===== src/rtl/fetch_pkg.sv =====
// fetch_pkg: types and constants shared by the IF stage and decode
package fetch_pkg;
   typedef enum logic [1:0] {IDLE, WAIT, DRAIN} fetch_state_t;
   localparam logic [31:0] NOP        = 32'h0000_0000;
   localparam logic [31:0] EXC_VECTOR = 32'h0000_0080;
   typedef struct packed {
      logic [31:0] pc;
      logic [31:0] inst;
   } fetch_entry_t;
endpackage


===== src/rtl/fetch_fifo.sv =====
// fetch_fifo: prefetch buffer of {pc, inst} words; clear beats push and pop
module fetch_fifo import fetch_pkg::*; #(
   parameter int DEPTH = 2
) (
   input  logic                     clk,
   input  logic                     rst,
   input  logic                     push,
   input  logic                     pop,
   input  logic                     clear,
   input  fetch_entry_t             din,
   output logic [$clog2(DEPTH):0]   count,
   output fetch_entry_t             head
);
   localparam int AW = $clog2(DEPTH);
   fetch_entry_t mem [DEPTH];
   logic [AW-1:0] rd_ptr, wr_ptr;
   assign head = mem[rd_ptr];
   always_ff @(posedge clk or posedge rst)
      if (rst) begin
         rd_ptr <= '0;
         wr_ptr <= '0;
         count  <= '0;
      end else if (clear) begin
         rd_ptr <= '0;
         wr_ptr <= '0;
         count  <= '0;
      end else begin
         wr_ptr <= push ? wr_ptr + 1'b1 : wr_ptr;
         rd_ptr <= pop ? rd_ptr + 1'b1 : rd_ptr;
         count  <= count + (AW+1)'(push) - (AW+1)'(pop);
      end
   always_ff @(posedge clk)
      if (push && !clear) mem[wr_ptr] <= din;
endmodule


===== src/rtl/fetch_unit.sv =====
// fetch_unit: IF stage - fetch PC, single-outstanding imem req/ack,
// prefetch FIFO and the IF/ID register consumed by decode
module fetch_unit #(
   parameter logic [31:0] RESET_PC   = 32'h0000_0000,
   parameter logic [31:0] EXC_VECTOR = fetch_pkg::EXC_VECTOR,
   parameter int          DEPTH      = 2,
   parameter logic [31:0] NOP        = fetch_pkg::NOP
) (
   input  logic        clk,
   input  logic        rst,
   output logic        imem_req,
   output logic [31:0] imem_addr,
   input  logic        imem_ack,
   input  logic [31:0] imem_rdata,
   input  logic        hold_pc,
   input  logic        hold_if,
   input  logic        br,
   input  logic [31:0] pc_branch,
   input  logic        exception,
   output logic        flush_id,
   output logic [31:0] pc,
   output logic [31:0] inst_out,
   output logic        inst_valid
);
   import fetch_pkg::*;
   localparam int CW = $clog2(DEPTH) + 1;
   fetch_state_t state;
   fetch_entry_t head, din;
   logic [31:0] fetch_pc, target;
   logic [CW-1:0] count;
   logic redirect, hold, push, pop;
   assign redirect  = exception | br;
   assign hold      = hold_if | hold_pc;
   assign target    = (exception ? EXC_VECTOR : pc_branch) & ~32'h3;
   assign push      = state == WAIT && imem_ack && !redirect;
   assign pop       = !redirect && !hold && count != '0;
   assign din       = {fetch_pc, imem_rdata};
   assign imem_addr = fetch_pc;
   // a redirect suppresses the request so the stale address never reaches memory
   assign imem_req  = !rst && state == IDLE && !redirect && count != CW'(DEPTH);
   fetch_fifo #(.DEPTH(DEPTH)) u_fifo (
      .clk(clk), .rst(rst), .push(push), .pop(pop), .clear(redirect),
      .din(din), .count(count), .head(head)
   );
   always_ff @(posedge clk or posedge rst)
      if (rst) begin
         state    <= IDLE;
         fetch_pc <= RESET_PC & ~32'h3;
      end else if (redirect) begin
         // a request still in flight must have its ack discarded later
         state    <= (state != IDLE && !imem_ack) ? DRAIN : IDLE;
         fetch_pc <= target;
      end else begin
         state    <= imem_req ? WAIT : (state != IDLE && imem_ack) ? IDLE : state;
         fetch_pc <= push ? fetch_pc + 32'd4 : fetch_pc;
      end
   always_ff @(posedge clk or posedge rst)
      if (rst) begin
         pc         <= '0;
         inst_out   <= NOP;
         inst_valid <= 1'b0;
         flush_id   <= 1'b0;
      end else begin
         flush_id <= redirect;
         if (redirect || !hold) begin
            pc         <= pop ? head.pc : pc;
            inst_out   <= pop ? head.inst : NOP;
            inst_valid <= pop;
         end
      end
endmodule


===== config.mk =====
export PLATFORM = sky130hd
export DESIGN_NAME = fetch_unit
export DESIGN_NICKNAME = d
export VERILOG_FILES = /design/src/rtl/fetch_pkg.sv /design/src/rtl/fetch_fifo.sv /design/src/rtl/fetch_unit.sv
export SDC_FILE = /design/constraint.sdc
export NUM_CORES = 1
export LEC_CHECK = 0
export ABC_CLOCK_PERIOD_IN_PS = 11900
export CAP_MARGIN = 20
export CELL_PAD_IN_SITES_DETAIL_PLACEMENT = 1
export CELL_PAD_IN_SITES_GLOBAL_PLACEMENT = 1
export CORE_MARGIN = 4
export CORE_UTILIZATION = 47
export CTS_CLUSTER_DIAMETER = 50
export DETAILED_ROUTE_END_ITERATION = 7
export PLACE_DENSITY_LB_ADDON = 0.1
export SETUP_SLACK_MARGIN = 0.4
export SYNTH_ARGS = -nofsm -noshare
export SYNTH_HDL_FRONTEND = slang
export SYNTH_HIERARCHICAL = 1
export SYNTH_SLANG_ARGS = --single-unit

===== constraint.sdc =====
create_clock -name clk -period 11.9 [get_ports clk]
set_input_delay 2.38 -clock clk [delete_from_list [all_inputs] [get_ports clk]]
set_output_delay 2.38 -clock clk [all_outputs]
set_load 0.01 [all_outputs]

# After elaboration in Yosys (flattened, before gate mapping)
# Memory sizes are Yosys's and may differ from the RTL's.
# Index checks and enable logic that the tools add are counted.
# word_totals
reg_bits	104
latch_bits	0
ram_bits	128
mem_bits_ro	0
wordCells	56
memories	1
# memory_table
memory	depth	width	rd	rd_ports_with_merged_regs	write_ports	line_no	text
u_fifo.mem	2	64	1	0	1	fetch_fifo.sv:15	fetch_entry_t mem [DEPTH];
# classes
n_addsub	5
mul	0
n_div	0
order_cmp	0
n_eq_ne	2
n_shift	0
muxes	15
bitwise	2
n_reduce_logical	22
# op_table
operator	count
2-to-1 mux 32 bit	4
adder 32 x 3 -> 32 bit (second input constant)	1
logical AND 1 bit	10
2-to-1 mux 2 bit	5
nonzero test 2 bit	4
2-to-1 mux 1 bit	6
zero test 1 bit	4
nonzero test 3 bit	1
adder 1 bit (second input constant)	2
adder 2 x 1 -> 2 bit	1
== test 2 x 1 -> 1 bit (second input constant)	1
zero test 2 bit	1
!= test 2 bit (second input constant)	1
OR 1 bit	2
AND reduction 2 bit	1
subtractor 2 x 1 -> 2 bit	1
logical OR 1 bit	1

# Logic depth before layout (Yosys ltp)
# depth
depth_word	6
mapped_depth	10

# Modules after synthesis
# Netlist, hierarchy kept.
# modules_own_cells
module	n_inst	cells_each	area_each_um2
fetch_fifo	1	217	5031.1
fetch_unit	1	363	4370.4

# Worst setup path after synthesis
# OpenSTA, ideal clock, no wires.
# synth_path
path_kind	input to register
start	input port exception
end	memory u_fifo/mem[1][0] (netlist bit) (enable)
setup_time_ps	578
arrival_time_ps	7741
path_slack_ps	3581
path_stages	5
n_path_buf	0
path_cell_list	nor2_1 -> inv_1 -> nor2_1 -> inv_1 -> nor3b_1
# synth_via
elab_chain_cells	6
# synth_lines
item	line_no	text
start, declared	fetch_unit.sv:19	input logic exception,
OR 1 bit	fetch_unit.sv:32	assign redirect = exception | br;
net redirect	fetch_unit.sv:31	logic redirect, hold, push, pop;
zero test 1 bit	fetch_unit.sv:35	assign push = state == WAIT && imem_ack && !redirect;
logical AND 1 bit	fetch_unit.sv:35	
net push	fetch_unit.sv:31	
logical AND 1 bit	fetch_fifo.sv:33	if (push && !clear) mem[wr_ptr] <= din;
2-to-1 mux 1 bit	fetch_fifo.sv:33	
2-to-1 mux 1 bit (implied by the code)	fetch_fifo.sv:33	
end, declared	fetch_fifo.sv:15	
# The timed path passes the listed nets, and every way through them passes these cells.

# Worst setup path in the final report
# layout_path
start	input port br
end	output port imem_req
# layout_via
elab_chain_cells	4
# layout_lines
item	line_no	text
start, declared	fetch_unit.sv:17	input logic br,
OR 1 bit	fetch_unit.sv:32	
zero test 1 bit	fetch_unit.sv:40	assign imem_req = !rst && state == IDLE && !redirect && count != CW'(DEPTH);
logical AND 1 bit (2 in series)	fetch_unit.sv:40	
end, declared	fetch_unit.sv:11	output logic imem_req,
# Every way passes these cells.

==> flow_metrics.py <==
metrics = {
    "cells_and_area": {
        "nets": 834,
        "stdcell_area_um2": 12200,
        "drive_above_1_share": 0.212,
        "multi_input_area_um2": 2820,
        "syn2layout_area_growth_pct": 29.6,
        "n_antenna_cell": 0,
        "fillers": 1814,
        "seq_area_um2": 6400,
    },
    "synthesis": {
        "synthTopCellsByArea": "edfxtp_1, dfrtp_1, mux2_4, mux2_2, a22o_1",
        "async_flop_share": 0.443,
        "syn-cell-area_um2": 9400,
        "synth-main-ff-cell": "edfxtp_1",
        "post-synth-top-area-fraction": 0.409,
        "synth_top_area_cell": "edfxtp_1",
        "yosysWarningCount": 6,
        "synth-edff-count": 128,
        "synth_cells": 580,
        "yosysUniqueCellTypes": 49,
        "ys_seq_area_frac": 0.680,
        "syn_avg_cell_area_um2": 16.2,
        "ys_ff_latch": 230,
    },
    "clocking": {
        "cts_tree": "yes",
        "htreeDepth": 1,
        "clock_latency_ns": 0.52,
        "ctsResizeCount": 0,
        "max-clock-path-buffers": 3,
        "cts_buffers": 27,
        "path_clk_slew_ns": 0.05,
        "postCtsSetupBuffers": 0,
        "cts_hold_buffers": 0,
        "cts-root-buf": "clkbuf_16",
        "numClockSinks": 230,
    },
    "sta": {
        "period_minus_slack_ns": 7.07,
        "max_freq_ghz": 0.141,
        "max_slew_margin": 0.379,
        "tightest_slew_ns": 0.929,
        "fin_ws_ns": 4.83,
        "skew_ns": 0.00818,
        "hold_viol": 0,
        "period_share": 0.594,
        "rsz0062_at_grt": "false",
        "slew_viol_final": 0,
        "fin_setup_tns_ns": 0,
        "setup_viol": 0,
    },
    "critical_path": {
        "cpMostUsedCell": "clkdlybuf4s50_1",
        "path_buf_inv": 2,
        "critPathMaxFanout": 13,
        "startpoint_type": "primary input",
        "crit_path_end_kind": "output pin",
        "critPathKind": "primary input to output pin",
        "slowest_stage": "clkdlybuf4s50_1",
        "path_cells": "clkdlybuf4s50_1, nor2_1, o21ai_0, nor4_1, clkdlybuf4s50_1",
        "critical_path_required_ns": 9.52,
        "cp_slowest_stage_delay_ns": 0.68,
        "arrival_ns": 4.69,
        "crit_family": "buffers and inverters",
    },
    "floorplanning": {
        "start_util": 0.480,
        "die_w_um": 149,
        "die_y_um": 149,
        "row_count": 51,
        "core_um2": 19600,
        "ios": 170,
        "die_area_um2": 22300,
    },
    "global_route": {
        "grt_pass1_wl_um": 35500,
        "grt_pass1_vias": 6347,
        "track_usage": 0.202,
        "grt_max_degree": 60,
        "grt_overflow": 0,
        "antenna_found_initial": 0,
    },
    "run_status": {
        "status": "complete, no violations",
    },
    "detailed_routing": {
        "m1WireLength_um": 9110,
        "drt_pass1_iterations": 4,
        "dr.first_iter.drc_count": 230,
        "wl_met2_um": 11600,
        "viasPerCell": 5.37,
        "drc": 0,
        "wl_um": 22600,
        "top_layer_used": "met4",
        "dr_wl_met3_um": 1230,
        "wl_per_cell_um": 21.6,
        "num_vias": 5604,
        "ant_nets": 0,
    },
    "place": {
        "place_area_um2": 11300,
        "place_ws_ns": 4.85,
        "hpwl_um": 14700,
        "place_congestion": 0.819,
        "numPortBuffers": 165,
    },
    "pwr": {
        "power_switching_uw": 366,
        "p_clk_frac": 0.454,
        "irDropWorstVdd_uv": 109,
        "p_comb_frac": 0.048,
        "p_leak_nw": 4.77,
        "p_int_mw": 1.37,
        "sw_frac_of_total": 0.211,
        "p_per_area_nw_per_um2": 143,
        "pwr-share-seq": 0.498,
    },
    "flow_run": {
        "max_cap_violations": 0,
    },
    "hold_path": {
        "holdCritPathClass": "flip-flop to flip-flop",
    },
}
## stage by stage
stage / std cells / hold slack [ns] / utilization / total power, mW
floorplan: 585 / 0.499 / - / 0.910
global placement: 996 / 0.459 / 0.578 / 0.963
detailed placement: 996 / 0.466 / 0.578 / 0.966
CTS: 1044 / 0.478 / 0.622 / 1.76
global route: 1044 / 0.498 / 0.622 / 1.81
finish: 1044 / 0.476 / 0.622 / 1.74
## logic make-up after synthesis
group,Yosys count,share of synthesized area
flops,230,0.680
simple gates,106,0.0647
mux,99,0.138
compound gates,73,0.0607
buf+inv,40,0.0242
xor+xnor,28,0.0275
fa+ha+maj,3,0.00399
other cells,1,0.000399
## power groups by stage
| stage | Sequential [mW] | Combinational [mW] | Clock [mW] |
|---|---|---|---|
| 2_1_floorplan | 0.881 | 0.0291 | 0 |
| 3_3_place_gp | 0.881 | 0.0814 | 0 |
| 3_5_place_dp | 0.882 | 0.0838 | 0 |
| 4_1_cts | 0.867 | 0.0847 | 0.809 |
| 5_1_grt | 0.868 | 0.0907 | 0.847 |
| 6_report | 0.867 | 0.0832 | 0.789 |
## cells in the mapped netlist, types with 2 or more instances
library cell	count
nand2_1	15
a21oi_1	9
clkbuf_1	9
buf_4	4
nand4_1	10
and2_1	2
nor3_1	3
mux2_2	46
a211oi_2	2
mux2_4	50
a31oi_1	2
nand3_1	12
dfrtp_1	102
buf_6	7
mux2i_1	3
buf_1	2
edfxtp_1	128
o21ai_0	3
nor2_1	45
a22o_1	32
a211oi_1	19
xor2_1	21
and3_1	2
and4_1	3
inv_1	9
nor4_4	3
ha_1	3
buf_2	8
xnor2_1	6
## final cells by class
| type | instances | area share |
|---|---|---|
| sequential | 230 | 0.525 |
| clock buffer | 36 | 0.0607 |
| clock inverter | 12 | 0.00996 |
| inverter | 10 | 0.00329 |
| multi-input combinational | 315 | 0.231 |
| tap | 265 | 0.0272 |
| timing repair buffer | 176 | 0.142 |
## worst paths after layout
check                      slack [ns]       endpoint  cells after the start             from
min reg2reg                      0.48     inst_valid                      1       inst_valid
max reg2reg                      9.51          pc[9]                      4  u_fifo/count[1]
max in group asynchronous        8.32         pc[14]                      3              rst
min in group asynchronous        2.21  u_fifo/rd_ptr                      2              rst
max                              4.83       imem_req                      5               br
min                              0.48     inst_valid                      1       inst_valid
## layer usage
metal / track usage / up-vias
li1: - / 2521
met1: 0.260 / 2879
met2: 0.355 / 159
met3: 0.0366 / 45
met4: 0.0554 / 0
met5: 0 / -
## sequential cells by signal, indices dropped and copies added, names as in the netlist, 2 cells and up
name	flops
u_fifo/mem	128
u_fifo/count	2
state	2
inst_out	32
pc	32
imem_addr	30
## layout by cell type, fill, tap and decap left out, types with 3 or more instances in the layout
cell type,Yosys,layout
a211oi_1,19,19
a21oi_1,9,9
a22o_1,32,32
and4_1,3,3
buf_4,4,11
clkbuf_1,9,6
clkbuf_16,0,27
clkbuf_8,0,3
clkdlybuf4s50_1,0,165
clkinv_2,0,3
clkinvlp_4,0,4
conb_1,1,6
dfrtp_1,102,101
edfxtp_1,128,128
ha_1,3,3
inv_1,9,8
mux2_2,46,46
mux2_4,50,50
mux2i_1,3,3
nand2_1,15,15
nand3_1,12,12
nand4_1,10,10
nor2_1,45,43
nor4_4,3,3
o21ai_0,3,3
xnor2_1,6,6
xor2_1,21,21
(Power assumes the default switching activity.)
